[src/rtl/inv_keyexp_iter.sv]
// AES S-box: multiplicative inverse in GF(2^8) followed by the FIPS-197 affine map.
// Latency: purely combinational, zero cycles.
// Backpressure: none; output follows input.
module sbox (
    input  logic [7:0] i_in,
    output logic [7:0] o_out
);

    function automatic logic [7:0] gf_mul(input logic [7:0] a, input logic [7:0] b);
        logic [7:0] p;
        logic [7:0] aa;
        p  = 8'h00;
        aa = a;
        for (int i = 0; i < 8; i++) begin
            if (b[i]) p = p ^ aa;
            aa = {aa[6:0], 1'b0} ^ (aa[7] ? 8'h1b : 8'h00);
        end
        return p;
    endfunction

    // x^254 == x^-1 for x != 0, and maps 0 to 0 as the S-box requires
    function automatic logic [7:0] gf_inv(input logic [7:0] a);
        logic [7:0] r;
        logic [7:0] p;
        r = 8'h01;
        p = a;
        for (int i = 1; i < 8; i++) begin
            p = gf_mul(p, p);
            r = gf_mul(r, p);
        end
        return r;
    endfunction

    function automatic logic [7:0] affine(input logic [7:0] b);
        return b ^ {b[6:0], b[7]} ^ {b[5:0], b[7:6]} ^ {b[4:0], b[7:5]}
                 ^ {b[3:0], b[7:4]} ^ 8'h63;
    endfunction

    // Substitution of one byte
    always_comb begin
        o_out = affine(gf_inv(i_in));
    end

endmodule

// Inverse AES key schedule: regenerates w[W-1..0] one word per cycle from the last NK words.
// Latency: round NR key valid 4 cycles after start, then one round key every 4 cycles.
// Backpressure: o_valid && !i_ready freezes window, counter and assembly; outputs hold.
module inv_keyexp_iter #(
    parameter int WORD = 32,
    parameter int NB   = 4,
    parameter int NK   = 4
) (
    input  logic                 clk,
    input  logic                 rst,
    input  logic                 i_start,
    input  logic [NK*WORD-1:0]   i_key,
    output logic                 o_busy,
    output logic                 o_valid,
    input  logic                 i_ready,
    output logic [127:0]         o_rkey,
    output logic [3:0]           o_round,
    output logic                 o_done
);

    localparam int NR = NK + 6;
    localparam int W  = NB * (NR + 1);
    localparam logic [5:0] CNT_INIT = 6'(W - 1);
    localparam logic [5:0] NK_W     = 6'(NK);

    localparam logic [1:0] S_IDLE  = 2'd0;
    localparam logic [1:0] S_RUN   = 2'd1;
    localparam logic [1:0] S_DRAIN = 2'd2;

    logic [1:0]   state_q, state_d;
    logic [5:0]   cnt_q, cnt_d;
    logic [127:0] rkey_q, rkey_d;
    logic [3:0]   round_q, round_d;
    logic         valid_q, valid_d;
    logic         done_q, done_d;
    logic [31:0]  win_q [NK];
    logic [127:0] asm_q, asm_d;

    logic         advance;
    logic [31:0]  x, sub_in, sub_out, f_val, g;
    logic [3:0]   j_mod, j_div;
    logic         rot_step, sub_step;
    logic [7:0]   rcon;

    assign advance = (state_q == S_RUN) && !(valid_q && !i_ready);

    // Select the schedule step for index cnt and the S-box input word
    always_comb begin
        x        = win_q[NK-2];
        j_mod    = 4'(int'(cnt_q) % NK);
        j_div    = 4'(int'(cnt_q) / NK);
        rot_step = (j_mod == 4'd0);
        sub_step = (NK == 8) && (j_mod == 4'd4);
        sub_in   = rot_step ? {x[23:0], x[31:24]} : x;
    end

    for (genvar b = 0; b < 4; b++) begin : g_sbox
        sbox u_sbox (
            .i_in  (sub_in[8*b +: 8]),
            .o_out (sub_out[8*b +: 8])
        );
    end

    // Undo one forward step: w[cnt-NK] = w[cnt] ^ f(w[cnt-1]); drop the word into its asm slot
    always_comb begin
        case (j_div)
            4'd1:    rcon = 8'h01;
            4'd2:    rcon = 8'h02;
            4'd3:    rcon = 8'h04;
            4'd4:    rcon = 8'h08;
            4'd5:    rcon = 8'h10;
            4'd6:    rcon = 8'h20;
            4'd7:    rcon = 8'h40;
            4'd8:    rcon = 8'h80;
            4'd9:    rcon = 8'h1b;
            4'd10:   rcon = 8'h36;
            default: rcon = 8'h00;
        endcase
        if (rot_step)      f_val = sub_out ^ {rcon, 24'h000000};
        else if (sub_step) f_val = sub_out;
        else               f_val = x;
        // Below index NK there is nothing left to regenerate
        g = (cnt_q < NK_W) ? 32'h0 : (win_q[NK-1] ^ f_val);
        asm_d = asm_q;
        case (cnt_q[1:0])
            2'd0:    asm_d[127:96] = win_q[NK-1];
            2'd1:    asm_d[95:64]  = win_q[NK-1];
            2'd2:    asm_d[63:32]  = win_q[NK-1];
            default: asm_d[31:0]   = win_q[NK-1];
        endcase
    end

    // Window and assembly registers: no reset, only meaningful while running
    always_ff @(posedge clk) begin
        if (state_q == S_IDLE && i_start) begin
            for (int k = 0; k < NK; k++) begin
                win_q[k] <= i_key[(NK-1-k)*WORD +: WORD];
            end
        end else if (advance) begin
            win_q[0] <= g;
            for (int k = 1; k < NK; k++) begin
                win_q[k] <= win_q[k-1];
            end
            asm_q <= asm_d;
        end
    end

    // Control next state: load, advance/emit, drain the round-0 key
    always_comb begin
        state_d = state_q;
        cnt_d   = cnt_q;
        rkey_d  = rkey_q;
        round_d = round_q;
        valid_d = valid_q && !i_ready;
        done_d  = 1'b0;
        case (state_q)
            S_IDLE: begin
                if (i_start) begin
                    state_d = S_RUN;
                    cnt_d   = CNT_INIT;
                end
            end
            S_RUN: begin
                if (advance) begin
                    if (cnt_q[1:0] == 2'd0) begin
                        rkey_d  = asm_d;
                        round_d = cnt_q[5:2];
                        valid_d = 1'b1;
                    end
                    if (cnt_q == 6'd0) state_d = S_DRAIN;
                    else               cnt_d   = cnt_q - 6'd1;
                end
            end
            S_DRAIN: begin
                if (valid_q && i_ready) begin
                    state_d = S_IDLE;
                    done_d  = 1'b1;
                end
            end
            default: state_d = S_IDLE;
        endcase
    end

    // Control registers with synchronous active-low reset
    always_ff @(posedge clk) begin
        if (!rst) begin
            state_q <= S_IDLE;
            cnt_q   <= 6'd0;
            rkey_q  <= 128'h0;
            round_q <= 4'd0;
            valid_q <= 1'b0;
            done_q  <= 1'b0;
        end else begin
            state_q <= state_d;
            cnt_q   <= cnt_d;
            rkey_q  <= rkey_d;
            round_q <= round_d;
            valid_q <= valid_d;
            done_q  <= done_d;
        end
    end

    assign o_busy  = (state_q != S_IDLE);
    assign o_valid = valid_q;
    assign o_rkey  = rkey_q;
    assign o_round = round_q;
    assign o_done  = done_q;

endmodule

[config.mk]
export PLATFORM = sky130hd
export DESIGN_NAME = inv_keyexp_iter
export DESIGN_NICKNAME = d
export VERILOG_FILES = /design/src/rtl/inv_keyexp_iter.sv
export SDC_FILE = /design/constraint.sdc
export NUM_CORES = 2
export LEC_CHECK = 0
export BUFFER_PORTS_ARGS = -buffer_cell sky130_fd_sc_hd__buf_2
export CORE_MARGIN = 8
export CORE_UTILIZATION = 30
export DETAILED_ROUTE_END_ITERATION = 7
export HOLD_SLACK_MARGIN = 0.08
export PLACE_DENSITY = 0.45
export SLEW_MARGIN = 20
export SYNTH_ARGS = -nofsm -noshare
export SYNTH_HDL_FRONTEND = slang
export SYNTH_SLANG_ARGS = --single-unit
[constraint.sdc]
create_clock -name clk -period 33.2 [get_ports clk]
set_clock_uncertainty 0.1 [all_clocks]
set_input_delay 1.66 -clock clk [delete_from_list [all_inputs] [get_ports clk]]
set_output_delay 1.66 -clock clk [all_outputs]
set_load 0.005 [all_outputs]
==> results.ini <==
[run_status]
status=complete, no violations

[placed_design]
portBuffers=266
dpl_cell_area_sq_um=82700
gp_congestion=0.857
dp_hpwl_um=195000

[worst_setup_path]
crit_slowest_cell=xnor2_1
critPathMaxFanout=20
rr_worst_depth=62
critPathLaunchType=flop
crit_required_ns=33.40
r2r_slack_ns=11.92
crit_top_cell=xnor2_1
path_class=flop to flop
crit_path_end_kind=flop
critPathArrivalTime_ns=21.48
slowest_delay_ns=0.90
r2r_start=cnt_q[0]
r2r_end=win_q[0][29]

[sta]
fin_hold_ws_ns=0.364
rsz0062_at_grt=false
fin_crit_sh_pct=64.1
max_freq_mhz=47.0
relSlewSlack_pct=25.3
slew_violations=0
hold_viol_final=0
tightest_slew_ns=1.11
tns_ns=0
post-route-min-period_ns=21.28
setup_viol=0

[yosys]
synth-edff-count=256
yosysWarnings=0
seq_area_frac_synth_pct=13.8
postSynthAreaPerCell_sq_um=8.11
synth-seq-cells=406
syn_area_sq_um=77400
synth_ff_type=edfxtp_1
ys_types=129
synth_fp_nets=9708
netlist_instances=9548
async_flop_share_pct=0

[floorplan]
core-area_sq_um=257000
start_util_pct=30.2
die-area_sq_um=275000
fp-row-count=186
io_pins=267
die_y_um=524
die_width_um=524

[run]
cap_viol_max_count=0

[final_layout]
final_cell_mix=xnor2_1 (1461), nand2_1 (1363), nor2_1 (1146)
nets=9661
layout.cells.most_common=xnor2_1
utilization_pct=32.8
area_growth_pct=8.87
finalInstanceArea_sq_um=84300
drive_above_1_share_pct=13.1

[global_route]
grt_pass1_wl_um=413000
grt-ovfl-total=0
grtUsageTotal_pct=18.5
antenna_found_initial=11
grt_pass1_vias=66300
grt_max_degree=88

[detailed_routing]
via_count=68400
drt-total-wl_um=269000
final_antenna_net_count=0
drt-initial-drc-count=5411
via_per_inst=5.30
firstDrtPassIters=6
drc=0
avgRoutedWirePerCell_um=20.8

[clock_network]
cts.path.max_buffers=3
htreeDepth=2
insertion_delay_ns=0.61
cts_hold_buf=0
cts_buffers=45
cts_tree=built
cts_post_setup_buffers_inserted=0
cts_sinks=406
path_clk_slew_ns=0.07
post_cts_resized=0
root_buffer=clkbuf_16

[hold_path]
whs_path_depth=2
min_to=o_rkey[85]
min_from=o_rkey[85]
hp-class=flop to flop

-- worst max-delay path: cells and delay by family, from the launching register on --
family                     cells  cell delay (ns)
xor gates and xnor gates      17             6.45
and+or+nand+nor               17             4.95
AOI/OAI and AO/OA             15             4.52
adders and majority gates      4             2.22
buffers and inverters          7             1.66
muxes                          2             0.62
DFF                            1             0.44
-- flip-flops by register name (all words and copies together), names as in the netlist --
signal	count
o_round	4
o_rkey	128
cnt_q	6
asm_q	128
state_q	2
o_valid	1
win_q	128
o_done	1
rcon	8
-- Yosys cell counts, drive strengths merged, types with 36 or more instances --
library cell / count / area share, %
a211oi: 76 / 0.76
a21boi: 146 / 1.4
a21oi: 438 / 2.9
a22oi: 101 / 1.0
a31oi: 81 / 0.66
and2: 55 / 0.45
and3: 46 / 0.37
buf: 303 / 2.3
clkbuf: 372 / 1.8
dfxtp: 150 / 3.9
edfxtp: 256 / 9.9
inv: 93 / 0.45
mux2: 188 / 2.7
mux2i: 286 / 3.8
nand2: 1368 / 6.7
nand2b: 68 / 0.55
nand3: 205 / 1.3
nand4: 36 / 0.29
nor2: 1157 / 5.7
nor2b: 52 / 0.42
nor3: 214 / 1.4
o211ai: 82 / 0.80
o21ai: 380 / 2.5
o22ai: 126 / 1.0
o31ai: 37 / 0.39
or2: 36 / 0.29
xnor2: 1650 / 21
xnor3: 377 / 11
xor2: 538 / 6.5
xor3: 47 / 1.5
-- layout make-up --
class	instances	area, sq um
diodes	3	7.51
clock buffers	64	1310
clock inverters	20	215
fillers	27100	172000
inverters	101	387
multi-input cells	8365	63700
flip-flops and latches	406	10700
well taps	3384	4230
repair buffers	582	3710
-- metrics by stage --
stage	instances	worst slack [ns]
after floorplan	9548	16.36
after global placement	12800	12.69
after detailed placement	12800	12.11
after CTS	12900	12.09
after global routing	12900	10.21
final	12900	11.92
-- cells by family after synthesis --
group | Yosys count | share of synthesized area, %
flops | 406 | 13.8
simple gates | 3357 | 18.6
xor+xnor | 2612 | 39.5
mux | 483 | 6.83
buf+inv | 777 | 4.56
compound gates | 1877 | 16.2
fa+ha+maj | 36 | 0.556
-- metal layers --
layer  global-route usage [%]  part of all wire (%)  up-vias
met5                        0                 0.010        -
met4                     3.25                   1.8        4
met3                     1.24                   3.8      257
met2                     32.3                    49     1673
met1                     25.5                    46    33500
li1                         -                     -    33000
-- how the worst max path moves through the flow --
stage | to | slack, ns | depth (start not counted) | startpoint
floorplan | win_q[0][29] | 16.36 | 69 | cnt_q[0]
global placement | win_q[0][29] | 12.69 | 62 | cnt_q[0]
detailed placement | win_q[0][29] | 12.11 | 62 | cnt_q[0]
CTS | win_q[0][29] | 12.09 | 62 | cnt_q[0]
global route | win_q[0][29] | 10.21 | 62 | cnt_q[0]
finish | win_q[0][29] | 11.92 | 62 | cnt_q[0]
Power is not shown: default switching activity piles up to over one toggle a cycle in this logic, so the estimate is an artifact.
